## src/rtl/fifo_uart_tx.sv

```systemverilog
// -----------------------------------------------------------------------------
// fifo_uart_tx
//
// Purpose:
//   UART transmitter that drains the read port of a dual-clock FIFO. Everything
//   runs in the FIFO read-clock domain. One FIFO word is popped per frame and
//   sent as asynchronous serial data:
//     start bit (0), DATA_BITS data bits LSB first, STOP_BITS stop bits (1).
//   A pop is issued only while the FIFO reports not-empty. The FIFO's one-cycle
//   registered read latency is covered by a LOAD state between the pop and the
//   start bit.
//
// Parameters:
//   CLK_FREQ_HZ  read-domain clock frequency in Hz
//   BAUD         line rate; CLKS_PER_BIT = CLK_FREQ_HZ / BAUD (must be >= 2)
//   DATA_BITS    payload bits per frame (5..9)
//   STOP_BITS    stop bits per frame (1 or 2)
//
// Ports:
//   i_clk           in   clock (FIFO read clock)
//   i_rst_n         in   asynchronous active-low reset
//   i_en            in   transmit enable; low = no new pop, frame in flight completes
//   o_fifo_rd_en    out  FIFO pop strobe (combinational)
//   i_fifo_rd_data  in   FIFO read data, valid the cycle after o_fifo_rd_en
//   i_fifo_empty    in   FIFO empty flag (already synchronised to i_clk)
//   o_tx            out  serial line, idle high, registered
//   o_busy          out  high whenever the FSM is not IDLE
//   o_frame_done    out  one-cycle pulse on the final cycle of the last stop bit
// -----------------------------------------------------------------------------
module fifo_uart_tx #(
  parameter int CLK_FREQ_HZ = 100_000_000,
  parameter int BAUD        = 115_200,
  parameter int DATA_BITS   = 8,
  parameter int STOP_BITS   = 1
) (
  input  logic                 i_clk,
  input  logic                 i_rst_n,
  input  logic                 i_en,
  output logic                 o_fifo_rd_en,
  input  logic [DATA_BITS-1:0] i_fifo_rd_data,
  input  logic                 i_fifo_empty,
  output logic                 o_tx,
  output logic                 o_busy,
  output logic                 o_frame_done
);

  localparam int CLKS_PER_BIT = CLK_FREQ_HZ / BAUD;
  localparam int STOP_CLKS    = CLKS_PER_BIT * STOP_BITS;
  // The baud counter must reach the longest period it times, which is the
  // whole stop period when STOP_BITS = 2.
  localparam int BAUD_W       = (STOP_CLKS > 1) ? $clog2(STOP_CLKS) : 1;
  localparam int BIT_W        = $clog2(DATA_BITS + 1);

  localparam logic [BAUD_W-1:0] BIT_LAST      = BAUD_W'(CLKS_PER_BIT - 1);
  localparam logic [BAUD_W-1:0] STOP_LAST     = BAUD_W'(STOP_CLKS - 1);
  localparam logic [BIT_W-1:0]  BIT_CNT_LAST  = BIT_W'(DATA_BITS - 1);

  // ---------------------------------------------------------------------------
  // Elaboration-time parameter checks
  // ---------------------------------------------------------------------------
  if (CLKS_PER_BIT < 2) begin : g_bad_baud
    $fatal(1, "fifo_uart_tx: CLKS_PER_BIT = CLK_FREQ_HZ / BAUD must be >= 2");
  end
  if ((DATA_BITS < 5) || (DATA_BITS > 9)) begin : g_bad_data_bits
    $fatal(1, "fifo_uart_tx: DATA_BITS must be in 5..9");
  end
  if ((STOP_BITS != 1) && (STOP_BITS != 2)) begin : g_bad_stop_bits
    $fatal(1, "fifo_uart_tx: STOP_BITS must be 1 or 2");
  end

  // ---------------------------------------------------------------------------
  // State and datapath registers
  // ---------------------------------------------------------------------------
  typedef enum logic [2:0] {
    ST_IDLE  = 3'd0,
    ST_LOAD  = 3'd1,
    ST_START = 3'd2,
    ST_DATA  = 3'd3,
    ST_STOP  = 3'd4
  } state_t;

  state_t                state_reg,    state_next;
  logic [BAUD_W-1:0]     baud_cnt_reg, baud_cnt_next;
  logic [BIT_W-1:0]      bit_cnt_reg,  bit_cnt_next;
  logic [DATA_BITS-1:0]  shift_reg,    shift_next;
  logic                  tx_reg,       tx_next;

  logic                  pop_ok;
  logic                  bit_end;
  logic                  stop_end;

  // A pop is only legal with the enable up and data in the FIFO. Holding it
  // off during reset keeps the FIFO from losing a word while we are not able
  // to capture it.
  assign pop_ok   = i_en & ~i_fifo_empty & i_rst_n;
  assign bit_end  = (baud_cnt_reg == BIT_LAST);
  assign stop_end = (baud_cnt_reg == STOP_LAST);

  // ---------------------------------------------------------------------------
  // Process 1: state register (and datapath registers)
  // ---------------------------------------------------------------------------
  always_ff @(posedge i_clk or negedge i_rst_n) begin
    if (!i_rst_n) begin
      state_reg    <= ST_IDLE;
      baud_cnt_reg <= '0;
      bit_cnt_reg  <= '0;
      shift_reg    <= '0;
      tx_reg       <= 1'b1;
    end else begin
      state_reg    <= state_next;
      baud_cnt_reg <= baud_cnt_next;
      bit_cnt_reg  <= bit_cnt_next;
      shift_reg    <= shift_next;
      tx_reg       <= tx_next;
    end
  end

  // ---------------------------------------------------------------------------
  // Process 2: next-state logic
  // ---------------------------------------------------------------------------
  always_comb begin
    state_next    = state_reg;
    baud_cnt_next = baud_cnt_reg;
    bit_cnt_next  = bit_cnt_reg;
    shift_next    = shift_reg;

    case (state_reg)
      ST_IDLE: begin
        if (pop_ok) begin
          state_next = ST_LOAD;
        end
      end

      // Read data arrives this cycle (registered RAM read behind the pop).
      ST_LOAD: begin
        shift_next    = i_fifo_rd_data;
        baud_cnt_next = '0;
        bit_cnt_next  = '0;
        state_next    = ST_START;
      end

      ST_START: begin
        if (bit_end) begin
          baud_cnt_next = '0;
          bit_cnt_next  = '0;
          state_next    = ST_DATA;
        end else begin
          baud_cnt_next = baud_cnt_reg + 1'b1;
        end
      end

      ST_DATA: begin
        if (bit_end) begin
          baud_cnt_next = '0;
          shift_next    = shift_reg >> 1;
          if (bit_cnt_reg == BIT_CNT_LAST) begin
            bit_cnt_next = '0;
            state_next   = ST_STOP;
          end else begin
            bit_cnt_next = bit_cnt_reg + 1'b1;
          end
        end else begin
          baud_cnt_next = baud_cnt_reg + 1'b1;
        end
      end

      // The whole stop period is timed in one count so that two stop bits
      // need no extra bit counter.
      ST_STOP: begin
        if (stop_end) begin
          baud_cnt_next = '0;
          state_next    = pop_ok ? ST_LOAD : ST_IDLE;
        end else begin
          baud_cnt_next = baud_cnt_reg + 1'b1;
        end
      end

      default: begin
        state_next    = ST_IDLE;
        baud_cnt_next = '0;
        bit_cnt_next  = '0;
      end
    endcase
  end

  // ---------------------------------------------------------------------------
  // Process 3: outputs
  // ---------------------------------------------------------------------------
  // The line register is loaded from the state being entered, so o_tx shows
  // the new bit in the first cycle of that bit's state and each bit on the
  // line lasts exactly as long as its state. The start bit therefore appears
  // two cycles after the pop (LOAD, then the register).
  always_comb begin
    o_fifo_rd_en = 1'b0;
    o_frame_done = 1'b0;
    tx_next      = 1'b1;

    case (state_next)
      ST_START: tx_next = 1'b0;
      ST_DATA:  tx_next = shift_next[0];
      default:  tx_next = 1'b1;
    endcase

    case (state_reg)
      ST_IDLE: begin
        o_fifo_rd_en = pop_ok;
      end
      ST_STOP: begin
        if (stop_end) begin
          o_frame_done = 1'b1;
          o_fifo_rd_en = pop_ok;
        end
      end
      default: begin
        o_fifo_rd_en = 1'b0;
      end
    endcase
  end

  assign o_busy = (state_reg != ST_IDLE);
  assign o_tx   = tx_reg;

endmodule

```

## config.mk

```make
export PLATFORM = sky130hd
export DESIGN_NAME = fifo_uart_tx
export DESIGN_NICKNAME = d
export VERILOG_FILES = /design/src/rtl/fifo_uart_tx.sv
export SDC_FILE = /design/constraint.sdc
export NUM_CORES = 1
export LEC_CHECK = 0
export ABC_AREA = 0
export BUFFER_PORTS_ARGS = -buffer_cell sky130_fd_sc_hd__buf_2
export CAP_MARGIN = 20
export CELL_PAD_IN_SITES_DETAIL_PLACEMENT = 1
export CELL_PAD_IN_SITES_GLOBAL_PLACEMENT = 1
export CORE_MARGIN = 3
export CORE_UTILIZATION = 48
export CTS_CLUSTER_SIZE = 40
export DETAILED_ROUTE_END_ITERATION = 6
export PLACE_DENSITY_LB_ADDON = 0.1
export SLEW_MARGIN = 20
export SYNTH_ARGS = -nofsm -noshare
export SYNTH_HDL_FRONTEND = slang
export SYNTH_SLANG_ARGS = --single-unit
```

## constraint.sdc

```tcl
create_clock -name i_clk -period 3.55 [get_ports i_clk]
set_input_delay 0.355 -clock i_clk [delete_from_list [all_inputs] [get_ports i_clk]]
set_output_delay 0.355 -clock i_clk [all_outputs]
set_load 0.02 [all_outputs]
```

==> flow_summary.yaml, run 1 <==
final_layout:
  nNetsFinal: 176
  fin_cells: 192
  drive_above_1_share: 0.180
  area_growth_pct: 7.31
  fillers: 337
  largest_register_ffs: 10
  n_antenna_cell: 0
  fin_util: 0.558
setup_path:
  critical-path-top-delay-family: "simple AND/OR/NAND/NOR gates"
  slowest_stage: "or3_1"
  crit_fanout: 18
  crit_type: "flip-flop to primary output"
  slowest_delay_ps: 660
  end_kind: "primary output"
  cp.required_ps: 3190
  crit_path_start_kind: "flip-flop"
  crit_chain: "ha_1, nand4_1, or3_1, a211oi_2, buf_2"
  cp_num_buf_inv: 1
  crit_arrival_ps: 2510
synthesis:
  ys_ff_latch: 26
  ys_seq_area_frac: 0.443
  ys.flop_type: "dfrtp_1"
  synthArstFlopShare: 1.00
  netlist_area_um2: 1470
  synth.top_cell.area_share: 0.425
  yosys_warnings: 0
  synth_fp_nets: 164
  syn_avg_cell_area_um2: 9.81
  netlist_top_cells_area: "dfrtp_1 43%, a22o_1 4.8%, a21o_1 4.6%"
  synth.distinct_cells: 47
  synth_top_area_cell: "dfrtp_1"
  synth_edf_count: 0
  syn_inst: 150
pwr:
  pwr-share-clk: 0.165
  p_total_mw: 0.948
  switching_share: 0.371
  p_comb_frac: 0.301
  p_int_mw: 0.596
  powerDensity_nw_per_um2: 600
  p_leak_nw: 0.737
  vdd_drop_max_mv: 0.337
  p_sw_mw: 0.351
  p_seq_frac: 0.534
clock_network:
  numClockSinks: 26
  clkTransAtPathRegs_ps: 150
  ctsResizeCount: 0
  cts_tree: "built"
  ctsRootBufferMaster: "clkbuf_4"
  cts_buffer_depth: 2
  insertion_delay_ps: 340
  cts_hold_buf: 0
  cts_inserted_buffers: 3
  cts_max_level: 1
  cts_setup_buffers: 0
run_status:
  status: "completed"
global_route:
  antenna_found_initial: 0
  grt.total_usage: 0.217
  grt-busiest-layer: "met2"
  grt_max_degree: 28
  grtUsageMet1: 0.268
  grt_pass1_vias: 1310
  met3_usage: 0.0335
  globalRouteOverflowTotal: 0
  use_met2: 0.361
  grt_first_pass_wirelength_um: 5980
sta:
  finalMaxSlewViolations: 0
  fmax_mhz: 349
  fin_tns_setup_ps: 0
  final.period_utilization: 0.807
  setup_violations: 0
  slew_headroom: 0.476
  rsz0062_at_grt: "no"
  hold_violations: 0
  fin_skew_ps: 7.52
  tightest_slew_ps: 780
  layout_min_cycle_time_ps: 2870
  holdWs_ps: 2.90
run:
  maxCapViolations: 0
floorplan:
  rows: 19
  dieHeight_um: 61.4
  dieArea_um2: 3770
  ioPinCount: 16
  core_um2: 2830
  start_util: 0.520
  die_x_um: 61.4
drt:
  wl_um: 3510
  drt-wirelength-per-cell_um: 18.3
  first_pass_iters: 4
  num_vias: 1242
  viasPerCell: 6.47
  ant_nets: 0
  drt-initial-drc-count: 47
  drcViolationCount: 0
place:
  routabilityCongestion: 0.799
  dp.cells: 188
  dpl.hpwl_um: 2580
  numPortBuffers: 15
worst_hold_path:
  min_path_type: "primary input to async pin"
path summary, 6_finish.rpt:
kind / from / endpoint / slack [ps] / depth (start not counted)
max: baud_cnt_reg[0] / o_fifo_rd_en / 680 / 5
min: i_rst_n / state_reg[2] / 3 / 1
max reg2reg: baud_cnt_reg[0] / bit_cnt_reg[0] / 1160 / 5
min reg2reg: shift_reg[3] / shift_reg[3] / 500 / 1
max in group asynchronous: i_rst_n / baud_cnt_reg[5] / 3140 / 1
min in group i_clk: i_fifo_rd_data[7] / shift_reg[7] / 200 / 3
cells in the mapped netlist, types with 2 or more instances:
master and count:
nand3_1 7, buf_6 2, inv_1 7, o21ai_0 3, clkbuf_1 6, nand4_1 3
ha_1 2, mux2_2 2, dfrtp_1 25, nand2_1 13, a31oi_1 10, nor2_1 8
nand3b_1 2, nor4_1 3, a211o_1 2, nor2b_1 2, nor3_1 4, o211ai_1 2
a21o_1 9, nor3b_1 3, a22o_1 8, a211oi_1 2
layout make-up:
type	instances	area (um^2)	area share
flip-flops and latches	26	652	0.413
clock buffers	4	36.3	0.0230
repair buffers	16	82.6	0.0523
well taps	31	38.8	0.0246
inverters	7	26.3	0.0166
multi-input cells	108	743	0.471
metrics by stage:
step           cell area, um^2  setup slack (ps)
5_1_grt                   1580               532
3_5_place_dp              1540              1100
6_report                  1580               684
3_3_place_gp              1540              1140
2_1_floorplan             1470              1310
4_1_cts                   1580               679
worst register-to-register path: stages, from the launching register on:
cell,delay (ps)
dfrtp_1,450
ha_1,290
nand4_1,230
or3_1,660
a21oi_2,300
mux2_2,360
kinds of logic (layout without fill, tap and decap cells):
group,Yosys count,after routing,synth area share
and+or+nand+nor,56,56,0.219
AOI/OAI and AO/OA,46,46,0.241
DFF,26,26,0.443
buffers and inverters,16,27,0.0519
adders and majority gates,2,2,0.0170
xor gates and xnor gates,1,1,0.00595
muxes,3,3,0.0221
metal layers:
| layer | vias to the layer above | part of all wire |
|---|---|---|
| met5 | - | 0 |
| met3 | 13 | 0.031 |
| met2 | 23 | 0.51 |
| met4 | 0 | 0.029 |
| li1 | 589 | - |
| met1 | 617 | 0.43 |
power groups by stage:
stage                     sequential [mW]  combinational [mW]  clock (mW)
after floorplan                     0.459               0.257           0
after global placement              0.497               0.264           0
after detailed placement            0.509               0.286           0
after CTS                           0.503               0.290       0.163
after global routing                0.523               0.324       0.176
final                               0.506               0.285       0.157
layout by cell type (no fill, tap or decap), types with 2 or more instances in the layout:
master     n
a211o_1    2
a211oi_1   2
a21o_1     9
a22o_1     8
a31oi_1   10
buf_2     15
clkbuf_4   3
dfrtp_1   25
ha_1       2
inv_1      7
mux2_2     2
nand2_1   13
nand3_1    7
nand3b_1   2
nand4_1    3
nor2_1     8
nor2b_1    2
nor3_1     4
nor3b_1    3
nor4_1     3
o211ai_1   2
o21ai_0    3
(Power assumes the default switching activity.)
==> inputs of run 2 (changes only) <==
- CORE_UTILIZATION: 48 -> 40
- clock period: 3.55 -> 2.35 ns (I/O delays scaled with it)
==> run 2 against run 1 <==
Critical path depth fell by 1. Sequential share of layout area is 3.8 points lower. Hold slack improved by 160 ps. Global-route usage fell by 3.0 points. Clock skew decreased by 6.3 ps. Final cell count increased by 15%. Total power is 72% higher. Non-clock buffer count increased by 13. Sequential power grew 45%. Count of clock-buffer cells in the layout decreased by 1. Combinational power increased by 81%. Clock power up 140%.
==> flow_summary.yaml, run 2 (synthesized netlist as in run 1, its figures left out) <==
clock_network:
  clkTransAtPathRegs_ps: 90
  ctsRootBufferMaster: "clkbuf_8"
  cts_inserted_buffers: 3
  cts_tree: "built"
  cts_buffer_depth: 2
  cts_max_level: 1
  insertion_delay_ps: 280
  numClockSinks: 26
setup_path:
  reg2regPathDepth: 4
  end_kind: "primary output"
  slowest_delay_ps: 460
  crit_arrival_ps: 2040
  crit_chain: "or3b_4, or3_4, a211oi_2, buf_4"
  slowest_stage: "or3_4"
  r2r_start: "baud_cnt_reg[5]"
  crit_type: "flip-flop to primary output"
  rr_endpoint: "bit_cnt_reg[0]"
  crit_fanout: 8
  worst-r2r-setup-slack_ps: 390
  cp.required_ps: 2120
  crit_path_start_kind: "flip-flop"
final_layout:
  regArea_um2: 654
  area_growth_pct: 18.6
  final_cell_mix: "23 x dfrtp_1, 14 x buf_2, 14 x buf_4, 13 x nand2_1, 10 x a31oi_1"
  nNetsFinal: 189
  fillers: 395
  multi_input_area_um2: 751
  layout_commonest_cell: "dfrtp_1"
  n_antenna_cell: 0
  drive_above_1_share: 0.259
  fin_util: 0.507
  largest_register_ffs: 10
floorplan:
  die_x_um: 66.7
  rows: 21
  ioPinCount: 16
  dieArea_um2: 4440
  core_um2: 3440
  start_util: 0.427
  dieHeight_um: 66.7
sta:
  tightest_slew_ps: 542
  setup_violations: 0
  final.period_utilization: 0.968
  slew_headroom: 0.637
  hold_violations: 0
  fmax_mhz: 439
  fin_tns_setup_ps: 0
  rsz0062_at_grt: "no"
  finalMaxSlewViolations: 0
  fin_skew_ps: 1.23
  layout_min_cycle_time_ps: 2280
worst_hold_path:
  worst_hold_path.endpoint: "shift_reg[7]"
  whs_path_depth: 3
  min_path_type: "primary input to flip-flop"
  hp-start: "i_fifo_rd_data[7]"
drt:
  drt-wirelength-per-cell_um: 16.7
  num_vias: 1285
  first_pass_iters: 4
  viasPerCell: 5.84
  drt-initial-drc-count: 62
  wl_um: 3670
  ant_nets: 0
  drcViolationCount: 0
place:
  dpl.hpwl_um: 2660
  numPortBuffers: 15
  routabilityCongestion: 0.766
pwr:
  pwr-share-clk: 0.231
  vdd_drop_max_mv: 0.392
  p_int_mw: 1.09
  p_seq_frac: 0.451
  p_total_mw: 1.63
  p_sw_mw: 0.542
  powerDensity_nw_per_um2: 934
  switching_share: 0.332
  p_leak_nw: 0.812
  p_comb_frac: 0.317
global_route:
  grt_pass1_vias: 1321
  grt.total_usage: 0.187
  antenna_found_initial: 0
  globalRouteOverflowTotal: 0
  grt_first_pass_wirelength_um: 6290
  grt_max_degree: 27
run_status:
  status: "completed"
run:
  maxCapViolations: 0
-- run 2: cell types whose count changed in the layout (fill, tap and decap cells not counted), sizes merged --
cell         change
dlygate4sd3      +1
bufinv           +1
clkbuf           -1
buf             +12
-- run 2: worst max-delay path by stage --
stage                          from           end  slack (ps)  depth (start not counted)
floorplan           baud_cnt_reg[4]  o_frame_done         230                          6
global placement    baud_cnt_reg[5]  o_fifo_rd_en         280                          4
detailed placement  baud_cnt_reg[0]  o_fifo_rd_en         170                          5
CTS                 baud_cnt_reg[1]  o_fifo_rd_en          20                          5
global route        baud_cnt_reg[5]  o_fifo_rd_en          10                          4
finish              baud_cnt_reg[5]  o_fifo_rd_en          70                          4
-- run 2: critical path, delay by kind of cell, from the launching register on --
kind | cells | cell delay [ps]
and+or+nand+nor | 2 | 890
DFF | 1 | 410
AOI/OAI and AO/OA | 1 | 280
buffers and inverters | 1 | 180
-- run 2: metal layers --
metal  global-route usage  vias up  share of wire
li1                     -      615              -
met1                0.219      647           0.44
met2                0.337       17           0.52
met5                    0        -              0
met4               0.0761        0          0.016
met3               0.0270        6          0.024
-- run 2: power groups by stage --
stage          clock network (mW)  logic [mW]  registers, mW
6_report                    0.377       0.517          0.736
4_1_cts                     0.385       0.491          0.736
3_5_place_dp                    0       0.485          0.741
3_3_place_gp                    0       0.455          0.727
5_1_grt                     0.398       0.581          0.762
2_1_floorplan                   0       0.388          0.693
-- run 2: cell type report --
class,count,area share
clock buffers,3,0.0237
clock inverters,1,0.0172
repair buffers,29,0.106
inverters,7,0.0151
well taps,46,0.0330
multi-input cells,108,0.430
flip-flops and latches,26,0.375
-- run 2: what timing repair did --
item / CTS / global route
gates resized for setup: 3 / 2
endpoints found under the hold margin: 25 / 0
setup endpoints to repair: 1 / 1
buffers inserted: 0 / 4
hold buffers: 1 / 0
-- run 2: stage by stage --
stage / hold slack, ps / area (um^2) / setup WS (ps) / instances
floorplan: -60.6 / 1470 / 228 / 150
global placement: 273 / 1620 / 276 / 211
detailed placement: 283 / 1620 / 167 / 211
CTS: 163 / 1710 / 19.3 / 216
global route: 197 / 1750 / 14.2 / 220
finish: 164 / 1750 / 74.6 / 220
==> inputs of run 3 (changes only) <==
- CTS_CLUSTER_DIAMETER: default -> 80
- GPL_TIMING_DRIVEN: default -> 0
==> run 3 against run 2 <==
Final area up 1.5%. Non-clock buffer count unchanged. Final cell count unchanged. Critical path type unchanged. Global-route usage up 0.77 points. Critical path depth up 1. Die area unchanged. Setup slack worse by 19 ps.
==> flow_summary.yaml, run 3 (synthesized netlist as in run 1, its figures left out) <==
floorplan:
  die_x_um: 66.7
  dieHeight_um: 66.7
  dieArea_um2: 4440
  start_util: 0.427
  core_um2: 3440
  rows: 21
  ioPinCount: 16
setup_path:
  r2r_start: "baud_cnt_reg[4]"
  crit_fanout: 8
  slowest_stage: "or3_4"
  end_kind: "primary output"
  cp.required_ps: 2120
  cp_num_buf_inv: 2
  crit_path_start_kind: "flip-flop"
  critPathCapture: "o_fifo_rd_en"
  startpoint: "baud_cnt_reg[4]"
  crit_arrival_ps: 2060
  slowest_delay_ps: 440
  crit_chain: "buf_6, or3b_4, or3_4, a211oi_4, buf_6"
  reg2regPathDepth: 6
  crit_type: "flip-flop to primary output"
  cpMostUsedCell: "buf_6"
  cp.depth: 5
  worst-r2r-setup-slack_ps: 150
  rr_endpoint: "o_tx"
  critical-path-top-delay-family: "simple AND/OR/NAND/NOR gates"
run_status:
  status: "completed"
drt:
  drt-initial-drc-count: 81
  wl_um: 3740
  drt-wirelength-per-cell_um: 17.0
  first_pass_iters: 4
  viasPerCell: 5.75
  ant_nets: 0
  num_vias: 1266
  drcViolationCount: 0
final_layout:
  drive_above_1_share: 0.241
  fillers: 390
  fin_cells: 220
  final_cell_mix: "25 x dfrtp_1, 13 x nand2_1, 13 x buf_2, 10 x a31oi_1, 9 x a21o_1"
  largest_register_ffs: 10
  layout_commonest_cell: "dfrtp_1"
  n_antenna_cell: 0
  area_growth_pct: 20.4
  nNetsFinal: 189
  fin_util: 0.515
place:
  numPortBuffers: 15
  dp.cells: 211
  dpl.hpwl_um: 2640
  routabilityCongestion: 0.849
sta:
  finalMaxSlewViolations: 0
  layout_min_cycle_time_ps: 2290
  slew_headroom: 0.584
  hold_violations: 0
  fin_tns_setup_ps: 0
  tightest_slew_ps: 624
  final.period_utilization: 0.976
  fin_skew_ps: 2.68
  fmax_mhz: 436
  setup_violations: 0
pwr:
  p_leak_nw: 0.802
  vdd_drop_max_mv: 0.551
  powerDensity_nw_per_um2: 915
  p_total_mw: 1.62
global_route:
  antenna_found_initial: 0
  grt_first_pass_wirelength_um: 6510
  grt.total_usage: 0.195
  grt_max_degree: 28
  globalRouteOverflowTotal: 0
  grt_pass1_vias: 1347
clock_network:
  insertion_delay_ps: 270
  cts_max_level: 1
  cts_tree: "built"
  numClockSinks: 26
  cts_inserted_buffers: 3
  cts_buffer_depth: 2
  clkTransAtPathRegs_ps: 100
  ctsRootBufferMaster: "clkbuf_8"
worst_hold_path:
  hp-start: "i_fifo_rd_data[7]"
  min_path_type: "primary input to flip-flop"
run:
  maxCapViolations: 0
run 3: cell count changes in the layout (fill, tap and decap cells not counted), sizes merged:
| cell | delta |
|---|---|
| buf | -4 |
| clkbuf | +4 |
run 3: cell type report:
class / instances / area (um^2) / area share
timing repair buffer: 23 / 150 / 0.0847
clock buffer: 3 / 41.3 / 0.0233
multi-input combinational: 108 / 777 / 0.439
tap: 46 / 57.6 / 0.0325
buffer: 6 / 37.5 / 0.0212
sequential: 26 / 652 / 0.368
clock inverter: 1 / 30.0 / 0.0169
inverter: 7 / 26.3 / 0.0148
run 3: timing repair:
| action | 4_1_cts | 5_1_grt |
|---|---|---|
| hold buffers | 1 | 0 |
| resized for setup | 10 | 3 |
| pin swaps | 2 | 1 |
| buffers inserted | 4 | 3 |
| setup endpoints to repair | 2 | 6 |
| hold endpoints to repair | 25 | 0 |
run 3: how the worst min path moves through the flow:
stage,end,depth (start not counted)
floorplan,baud_cnt_reg[0],0
detailed placement,state_reg[2],1
finish,shift_reg[7],3
global placement,shift_reg[0],1
global route,shift_reg[7],3
CTS,shift_reg[7],3
run 3: through the flow:
| stage | cell area (um^2) | hold WS (ps) | setup WS [ps] |
|---|---|---|---|
| after global routing | 1770 | 202 | -1.18 |
| after detailed placement | 1600 | 283 | 145 |
| after floorplan | 1470 | -60.6 | 228 |
| after global placement | 1600 | 272 | 164 |
| final | 1770 | 199 | 56.1 |
| after CTS | 1750 | 201 | 23.7 |
run 3: metal layers:
| metal | GRT usage | vias to the layer above | part of all wire |
|---|---|---|---|
| met4 | 0.0330 | 0 | 0.0072 |
| li1 | - | 613 | - |
| met2 | 0.349 | 16 | 0.52 |
| met1 | 0.239 | 635 | 0.44 |
| met3 | 0.0438 | 2 | 0.031 |
| met5 | 0 | - | 0 |
run 3: worst min-delay path, cell delays in order:
cell and delay [ps]:
buf_2 80, nand2_1 50, o31ai_1 80
run 3: report_power, final:
part,switching [mW],internal (mW)
Combinational,0.262,0.240
Clock,0.149,0.228
Sequential,0.146,0.597
Total,0.557,1.06
